===== config.mk =====
export PLATFORM = sky130hd
export DESIGN_NAME = dvp_stream_tx_flat
export DESIGN_NICKNAME = d
export VERILOG_FILES = /design/src/rtl/dvp_tx_pkg.sv /design/src/rtl/dvp_tx_if.sv /design/src/rtl/dvp_tx_pattern.sv /design/src/rtl/dvp_stream_tx.sv /design/src/flat_wrapper.sv
export SDC_FILE = /design/constraint.sdc
export NUM_CORES = 1
export LEC_CHECK = 0
export BUFFER_PORTS_ARGS = -buffer_cell sky130_fd_sc_hd__buf_2
export CAP_MARGIN = 40
export CORE_MARGIN = 2
export CORE_UTILIZATION = 46
export CTS_BUF_LIST = sky130_fd_sc_hd__clkbuf_16
export DETAILED_ROUTE_END_ITERATION = 10
export PLACE_DENSITY = 0.64
export REMOVE_ABC_BUFFERS = 1
export SLEW_MARGIN = 30
export SYNTH_ARGS = -nofsm -noshare
export SYNTH_HDL_FRONTEND = slang
export SYNTH_HIERARCHICAL = 1
export SYNTH_SLANG_ARGS = --single-unit
export TNS_END_PERCENT = 100

===== constraint.sdc =====
create_clock -name clk -period 5.6 [get_ports clk]
set_input_delay 0.56 -clock clk [delete_from_list [all_inputs] [get_ports clk]]
set_output_delay 0.56 -clock clk [all_outputs]
set_load 0.02 [all_outputs]

===== src/rtl/dvp_tx_pkg.sv =====
// Shared types and constants for the synthetic DVP transmitter (dvp_stream_tx).
// The DVP_TX_LFSR_EN build option makes pattern 3 output an LFSR sequence.
package dvp_tx_pkg;

    typedef enum logic [2:0] {
        ST_IDLE,
        ST_VSYNC,
        ST_VBACK,
        ST_ACTIVE,
        ST_VFRONT
    } state_t;

    typedef enum logic [1:0] {
        PAT_BARS    = 2'd0,
        PAT_RAMP    = 2'd1,
        PAT_CHECKER = 2'd2,
        PAT_SOLID   = 2'd3
    } pattern_t;

    // RGB565 bars, left to right: white, yellow, cyan, green, magenta, red, blue, black
    localparam logic [0:7][15:0] BAR_COLORS = {
        16'hFFFF, 16'hFFE0, 16'h07FF, 16'h07E0,
        16'hF81F, 16'hF800, 16'h001F, 16'h0000
    };

    // Fibonacci LFSR x^16+x^14+x^13+x^11+1, shifting right: feedback from bits 0,2,3,5
    localparam logic [15:0] LFSR_SEED = 16'hACE1;
    localparam logic [15:0] LFSR_TAPS = 16'h002D;

    function automatic int unsigned cnt_width(input int unsigned n);
        return (n > 1) ? $clog2(n) : 1;
    endfunction

    function automatic logic [15:0] lfsr_step(input logic [15:0] s);
        return {^(s & LFSR_TAPS), s[15:1]};
    endfunction

endpackage


===== src/rtl/dvp_tx_if.sv =====
// Camera-side DVP pixel bus: pixel clock, line/frame strobes and the byte lane.
interface dvp_tx_if;
    logic       pclk;
    logic       href;
    logic       vsync;
    logic [7:0] data;

    modport master (output pclk, href, vsync, data);
    modport slave  (input  pclk, href, vsync, data);
endinterface


===== src/rtl/dvp_tx_pattern.sv =====
// Combinational test-pattern generator: pixel coordinate and frame settings to RGB565.
module dvp_tx_pattern
    import dvp_tx_pkg::*;
#(
    parameter int H_ACTIVE = 640,
    parameter int XW       = 10,
    parameter int YW       = 9
) (
    input  logic [XW-1:0] x,
    input  logic [YW-1:0] y,
    input  pattern_t      pattern,
    input  logic [15:0]   color,
    output logic [15:0]   pixel
);

    localparam int unsigned BAR_W = (H_ACTIVE >= 8) ? H_ACTIVE / 8 : 1;

    int unsigned xw;
    int unsigned yw;
    int unsigned bar;

    // NOTE: every variable written here gets a value before any branch, so no latch is inferred.
    always_comb begin
        xw    = 32'(x);
        yw    = 32'(y);
        bar   = xw / BAR_W;
        pixel = 16'h0000;
        if (bar > 7) bar = 7;
        case (pattern)
            PAT_BARS:    pixel = BAR_COLORS[3'(bar)];
            PAT_RAMP:    pixel = {5'(xw >> 4), 6'(yw >> 3), 5'(xw >> 4)};
            PAT_CHECKER: pixel = 1'((xw ^ yw) >> 5) ? 16'hFFFF : 16'h0000;
            default:     pixel = color;
        endcase
    end

endmodule


===== src/rtl/dvp_stream_tx.sv =====
// Synthetic OV7670-style DVP transmitter: frame timing FSM, byte mux and pattern source.
// Define DVP_TX_LFSR_EN to replace the solid colour of pattern 3 with a per-frame LFSR.
module dvp_stream_tx
    import dvp_tx_pkg::*;
#(
    parameter int H_ACTIVE    = 640,
    parameter int V_ACTIVE    = 480,
    parameter int H_BLANK     = 144,
    parameter int VSYNC_LINES = 3,
    parameter int V_BACK      = 17,
    parameter int V_FRONT     = 10
) (
    input  logic         clk,
    input  logic         reset,
    input  logic         enable,
    input  logic [1:0]   pattern,
    input  logic [15:0]  solid_color,
    dvp_tx_if.master     dvp,
    output logic         busy,
    output logic         frame_done,
    output logic [15:0]  frame_count
);

    localparam int LINE_TICKS = 2 * H_ACTIVE + H_BLANK;
    localparam int MAX_A      = (VSYNC_LINES > V_BACK) ? VSYNC_LINES : V_BACK;
    localparam int MAX_B      = (V_ACTIVE > V_FRONT) ? V_ACTIVE : V_FRONT;
    localparam int MAX_LINES  = (MAX_A > MAX_B) ? MAX_A : MAX_B;
    localparam int HW         = cnt_width(LINE_TICKS);
    localparam int VW         = cnt_width(MAX_LINES);
    localparam int XW         = cnt_width(H_ACTIVE);
    localparam int YW         = cnt_width(V_ACTIVE);

    state_t        state, nxt_state;
    logic [HW-1:0] hcnt, nxt_hcnt;
    logic [VW-1:0] vcnt, nxt_vcnt;
    logic          phase;
    logic          tick;
    logic          href_q, vsync_q;
    logic [7:0]    data_q;
    pattern_t      pat_q;
    logic          frame_start, frame_end;
    logic          line_end, last_line, nxt_href;
    int            state_lines;
    logic [15:0]   color_in, pixel;
    logic [7:0]    data_byte;

    // A tick is the clk edge on which pclk falls; everything visible moves only then.
    assign tick = phase;

    always_comb begin
        nxt_state   = state;
        nxt_hcnt    = hcnt;
        nxt_vcnt    = vcnt;
        frame_start = 1'b0;
        frame_end   = 1'b0;
        case (state)
            ST_VBACK:  state_lines = V_BACK;
            ST_ACTIVE: state_lines = V_ACTIVE;
            ST_VFRONT: state_lines = V_FRONT;
            default:   state_lines = VSYNC_LINES;
        endcase
        line_end  = (hcnt == HW'(LINE_TICKS - 1));
        last_line = (vcnt == VW'(state_lines - 1));
        if (tick) begin
            if (state == ST_IDLE) begin
                if (enable) begin
                    nxt_state   = ST_VSYNC;
                    nxt_hcnt    = '0;
                    nxt_vcnt    = '0;
                    frame_start = 1'b1;
                end
            end else begin
                nxt_hcnt = line_end ? '0 : hcnt + HW'(1);
                if (line_end) begin
                    nxt_vcnt = last_line ? '0 : vcnt + VW'(1);
                    if (last_line) begin
                        case (state)
                            ST_VSYNC:  nxt_state = ST_VBACK;
                            ST_VBACK:  nxt_state = ST_ACTIVE;
                            ST_ACTIVE: nxt_state = ST_VFRONT;
                            default: begin
                                frame_end   = 1'b1;
                                frame_start = enable;
                                nxt_state   = enable ? ST_VSYNC : ST_IDLE;
                            end
                        endcase
                    end
                end
            end
        end
    end

    // Outputs are registered from the next-state counters so href and its data share a tick.
    assign nxt_href  = (nxt_state == ST_ACTIVE) && (int'(nxt_hcnt) < 2 * H_ACTIVE);
    assign data_byte = nxt_hcnt[0] ? pixel[7:0] : pixel[15:8];

`ifdef DVP_TX_LFSR_EN
    logic [15:0] lfsr;
    logic        unused_solid;
    assign unused_solid = ^solid_color;
    assign color_in     = lfsr;
`else
    logic [15:0] solid_q;
    assign color_in = solid_q;
`endif

    dvp_tx_pattern #(
        .H_ACTIVE (H_ACTIVE),
        .XW       (XW),
        .YW       (YW)
    ) u_pattern (
        .x       (XW'(nxt_hcnt >> 1)),
        .y       (YW'(nxt_vcnt)),
        .pattern (pat_q),
        .color   (color_in),
        .pixel   (pixel)
    );

    // NOTE: sequential state uses non-blocking assignments so every register samples pre-edge values.
    always_ff @(posedge clk or negedge reset) begin
        if (!reset) begin
            phase       <= 1'b0;
            state       <= ST_IDLE;
            hcnt        <= '0;
            vcnt        <= '0;
            href_q      <= 1'b0;
            vsync_q     <= 1'b0;
            data_q      <= 8'h00;
            busy        <= 1'b0;
            frame_done  <= 1'b0;
            frame_count <= 16'h0000;
            pat_q       <= PAT_BARS;
`ifdef DVP_TX_LFSR_EN
            lfsr        <= LFSR_SEED;
`else
            solid_q     <= 16'h0000;
`endif
        end else begin
            phase      <= ~phase;
            frame_done <= frame_end;
            if (tick) begin
                state   <= nxt_state;
                hcnt    <= nxt_hcnt;
                vcnt    <= nxt_vcnt;
                href_q  <= nxt_href;
                data_q  <= nxt_href ? data_byte : 8'h00;
                vsync_q <= (nxt_state == ST_VSYNC);
                // Holding busy while the FSM still sits in VFRONT drops it one tick after frame_done.
                busy    <= (nxt_state != ST_IDLE) || (state != ST_IDLE);
                if (frame_start) pat_q <= pattern_t'(pattern);
                if (frame_end) frame_count <= frame_count + 16'd1;
`ifdef DVP_TX_LFSR_EN
                if (frame_start) lfsr <= LFSR_SEED;
                else if (nxt_href && nxt_hcnt[0]) lfsr <= lfsr_step(lfsr);
`else
                if (frame_start) solid_q <= solid_color;
`endif
            end
        end
    end

    assign dvp.pclk  = phase;
    assign dvp.href  = href_q;
    assign dvp.vsync = vsync_q;
    assign dvp.data  = data_q;

endmodule


===== src/flat_wrapper.sv =====
// flat-port wrapper written by rule: the top's interface ports become plain ports
module dvp_stream_tx_flat import dvp_tx_pkg::*;
#(
    parameter int H_ACTIVE    = 640,
    parameter int V_ACTIVE    = 480,
    parameter int H_BLANK     = 144,
    parameter int VSYNC_LINES = 3,
    parameter int V_BACK      = 17,
    parameter int V_FRONT     = 10
)
  (clk, reset, enable, pattern, solid_color, busy, frame_done, frame_count, dvp_pclk, dvp_href, dvp_vsync, dvp_data);
  dvp_tx_if dvp_i ();
  input  logic clk;
  input  logic reset;
  input  logic enable;
  input  logic [1:0] pattern;
  input  logic [15:0] solid_color;
  output logic busy;
  output logic frame_done;
  output logic [15:0] frame_count;
  output wire logic [$bits(dvp_i.pclk)-1:0] dvp_pclk;
  output wire logic [$bits(dvp_i.href)-1:0] dvp_href;
  output wire logic [$bits(dvp_i.vsync)-1:0] dvp_vsync;
  output wire logic [$bits(dvp_i.data)-1:0] dvp_data;
  assign dvp_pclk = dvp_i.pclk;
  assign dvp_href = dvp_i.href;
  assign dvp_vsync = dvp_i.vsync;
  assign dvp_data = dvp_i.data;
  dvp_stream_tx #(.H_ACTIVE(H_ACTIVE), .V_ACTIVE(V_ACTIVE), .H_BLANK(H_BLANK), .VSYNC_LINES(VSYNC_LINES), .V_BACK(V_BACK), .V_FRONT(V_FRONT)) u_core (.clk(clk), .reset(reset), .enable(enable), .pattern(pattern), .solid_color(solid_color), .dvp(dvp_i), .busy(busy), .frame_done(frame_done), .frame_count(frame_count));
endmodule

==> impl_metrics.ini <==
[global_route]
antenna_found_initial = 0
grt_max_degree = 42
overflow = 0
grt_first_pass_wirelength_mm = 17.2
gr-usage-all-layers_pct = 21.1
grt_pass1_vias = 3518

[floorplan]
rows = 35
dieArea_mm2 = 0.0102
start_util_pct = 47.3
die_x_um = 101
fp.dieH_um = 101
core_area_mm2 = 0.00920
top_level_ports = 50

[yosys]
avgSynthCellArea_um2 = 9.23
syn_area_mm2 = 0.00435
syn_inst = 471
synth_warnings = 6

[worst_setup_path]
critPathKind = register to register
critical_path_required_ps = 5850
cp-startpoint = u_core/hcnt[0]
crit_arrival_ps = 4750
worstPathMaxFanout = 11
r2r-start = u_core/hcnt[0]
cp-end-kind = register
critPathLaunchType = register

[timing]
post-route-period-util_pct = 80.4
drv_slew = 0
rsz0062_at_grt = no
fmax_mhz = 222
period_needed_ps = 4500
tns_ps = 0
worst_slew_pin_slew_ps = 749
hold_viol = 0
setup_viol = 0
skew_ps = 7.80
relSlewSlack_pct = 50.0

[cts]
numCtsBuffers = 9
cts_hold_buf = 0
cts_resized = 0
clkSinkCount = 70
cts_tree = built
clk_latency_ps = 330
cts-htree-levels = 3
clk_pin_slew_ps = 60
postCtsSetupRepairBufs = 0
clockRootBuffer = clkbuf_16
cts.path.max_buffers = 2

[drt]
viasPerCell = 6.01
first_pass_iters = 5
via_count = 3758
drt_wl_total_mm = 10.5
drtAntennaViolNets = 0
routedWlPerCell_um = 16.8
drt_iter0_markers = 196
drc_errors = 0

[power]
worst_ir_drop_vdd_mv = 0.199
p_leak_nw = 2.25
p_per_area_mw_per_mm2 = 226

[min_path]
hp-class = input port to async pin

[layout]
n_antenna_cell = 0
syn_to_final_growth_pct = 14.9
nets = 535
fin_area_mm2 = 0.00500
drive_above_1_share_pct = 23.2

[placed_design]
placed_area_mm2 = 0.00468
io_buffer_count = 49
place_hpwl_mm = 7.36
place.gp.congestion = 0.893

[outcome]
status = finished clean

[run]
drv_cap = 0
==> final timing paths <==
| kind | cells past startpoint | slack, ps | end |
|---|---|---|---|
| worst max-delay path | 16 | 1100 | u_core/dvp.data[2] |
| worst max register to register | 16 | 1100 | u_core/dvp.data[2] |
| worst min-delay path | 2 | 240 | u_core/frame_count[14] |
| worst min register to register | 1 | 460 | u_core/frame_count[15] |
| min in group clk | 1 | 460 | u_core/frame_count[15] |
| max in group asynchronous | 3 | 4790 | u_core/dvp.data[5] |
==> final cells by class <==
class / count / area [um2]
inverter: 17 / 63.8
clock buffer: 9 / 225
tap: 111 / 139
multi-input combinational: 354 / 2410
clock inverter: 6 / 87.6
fill: 812 / 4200
timing repair buffer: 58 / 323
sequential: 70 / 1750
==> registers in the layout (all words and copies together), names as in the netlist <==
signal / cells
u_core/color_in: 16
u_core/hcnt: 11
u_core/frame_count: 16
u_core/pat_q: 2
u_core/dvp.data: 8
u_core/state: 3
u_core/dvp.vsync: 1
u_core/frame_done: 1
u_core/busy: 1
u_core/vcnt: 9
u_core/dvp.href: 1
u_core/dvp.pclk: 1
==> cell usage in the layout, fill, tap and decap left out, types with 3 or more instances in the layout <==
cell       instances
a21oi_1           23
and2_1             3
and3_1             4
buf_2             49
buf_4              7
clkbuf_16          9
dfrtp_1           70
ha_1               4
inv_1             16
mux2_2             9
mux2_4            10
mux2i_1           11
nand2_1           46
nand3_1           17
nand4_1           11
nor2_1            42
nor2b_1            4
nor3_1             9
nor4_1             4
o21ai_0           30
o22a_1             6
o2bb2ai_1         11
o31ai_1            9
o41ai_1            3
or2_2             10
or3_1              5
or4_1              5
xnor2_1            9
xor2_1            12
==> stage by stage <==
stage | instances | util [%] | total power, mW | hold slack (ps) | worst slack, ps
6_report | 625 | 54.3 | 1.13 | 245 | 1100
2_1_floorplan | 441 | - | 0.516 | 264 | 584
5_1_grt | 625 | 54.3 | 1.17 | 291 | 725
4_1_cts | 624 | 54.3 | 1.14 | 260 | 1150
3_5_place_dp | 609 | 50.9 | 0.535 | 455 | 1180
3_3_place_gp | 608 | 50.6 | 0.533 | 452 | 1350
==> worst max-delay path, cell delays in order (launching register included) <==
cell	delay (ps)
dfrtp_1	400
ha_1	250
nand3_1	250
o41ai_2	620
o21ai_0	250
or2_2	420
nor2_2	180
inv_1	80
ha_1	330
and4bb_2	260
o21a_1	190
a211o_1	250
a221oi_1	370
o21ai_2	150
a21oi_1	170
mux2i_1	90
o2bb2ai_1	150
==> routing by layer <==
| layer | part of all wire [%] | vias up | GRT usage [%] |
|---|---|---|---|
| met5 | 0 | - | 0 |
| met4 | 1.3 | 0 | 6.86 |
| met2 | 46 | 101 | 33.0 |
| met3 | 4.7 | 14 | 3.52 |
| li1 | - | 1804 | - |
| met1 | 48 | 1839 | 30.0 |
==> where the power goes <==
part	total, mW	internal (mW)	switching [mW]	leakage [nW]
clock	0.604	0.386	0.217	0.145
sequential	0.506	0.506	0	0.901
combinational	0.0194	0.00700	0.0124	1.20
total	1.13	0.899	0.230	2.25
No activity file was read; power rests on OpenSTA's default activity.
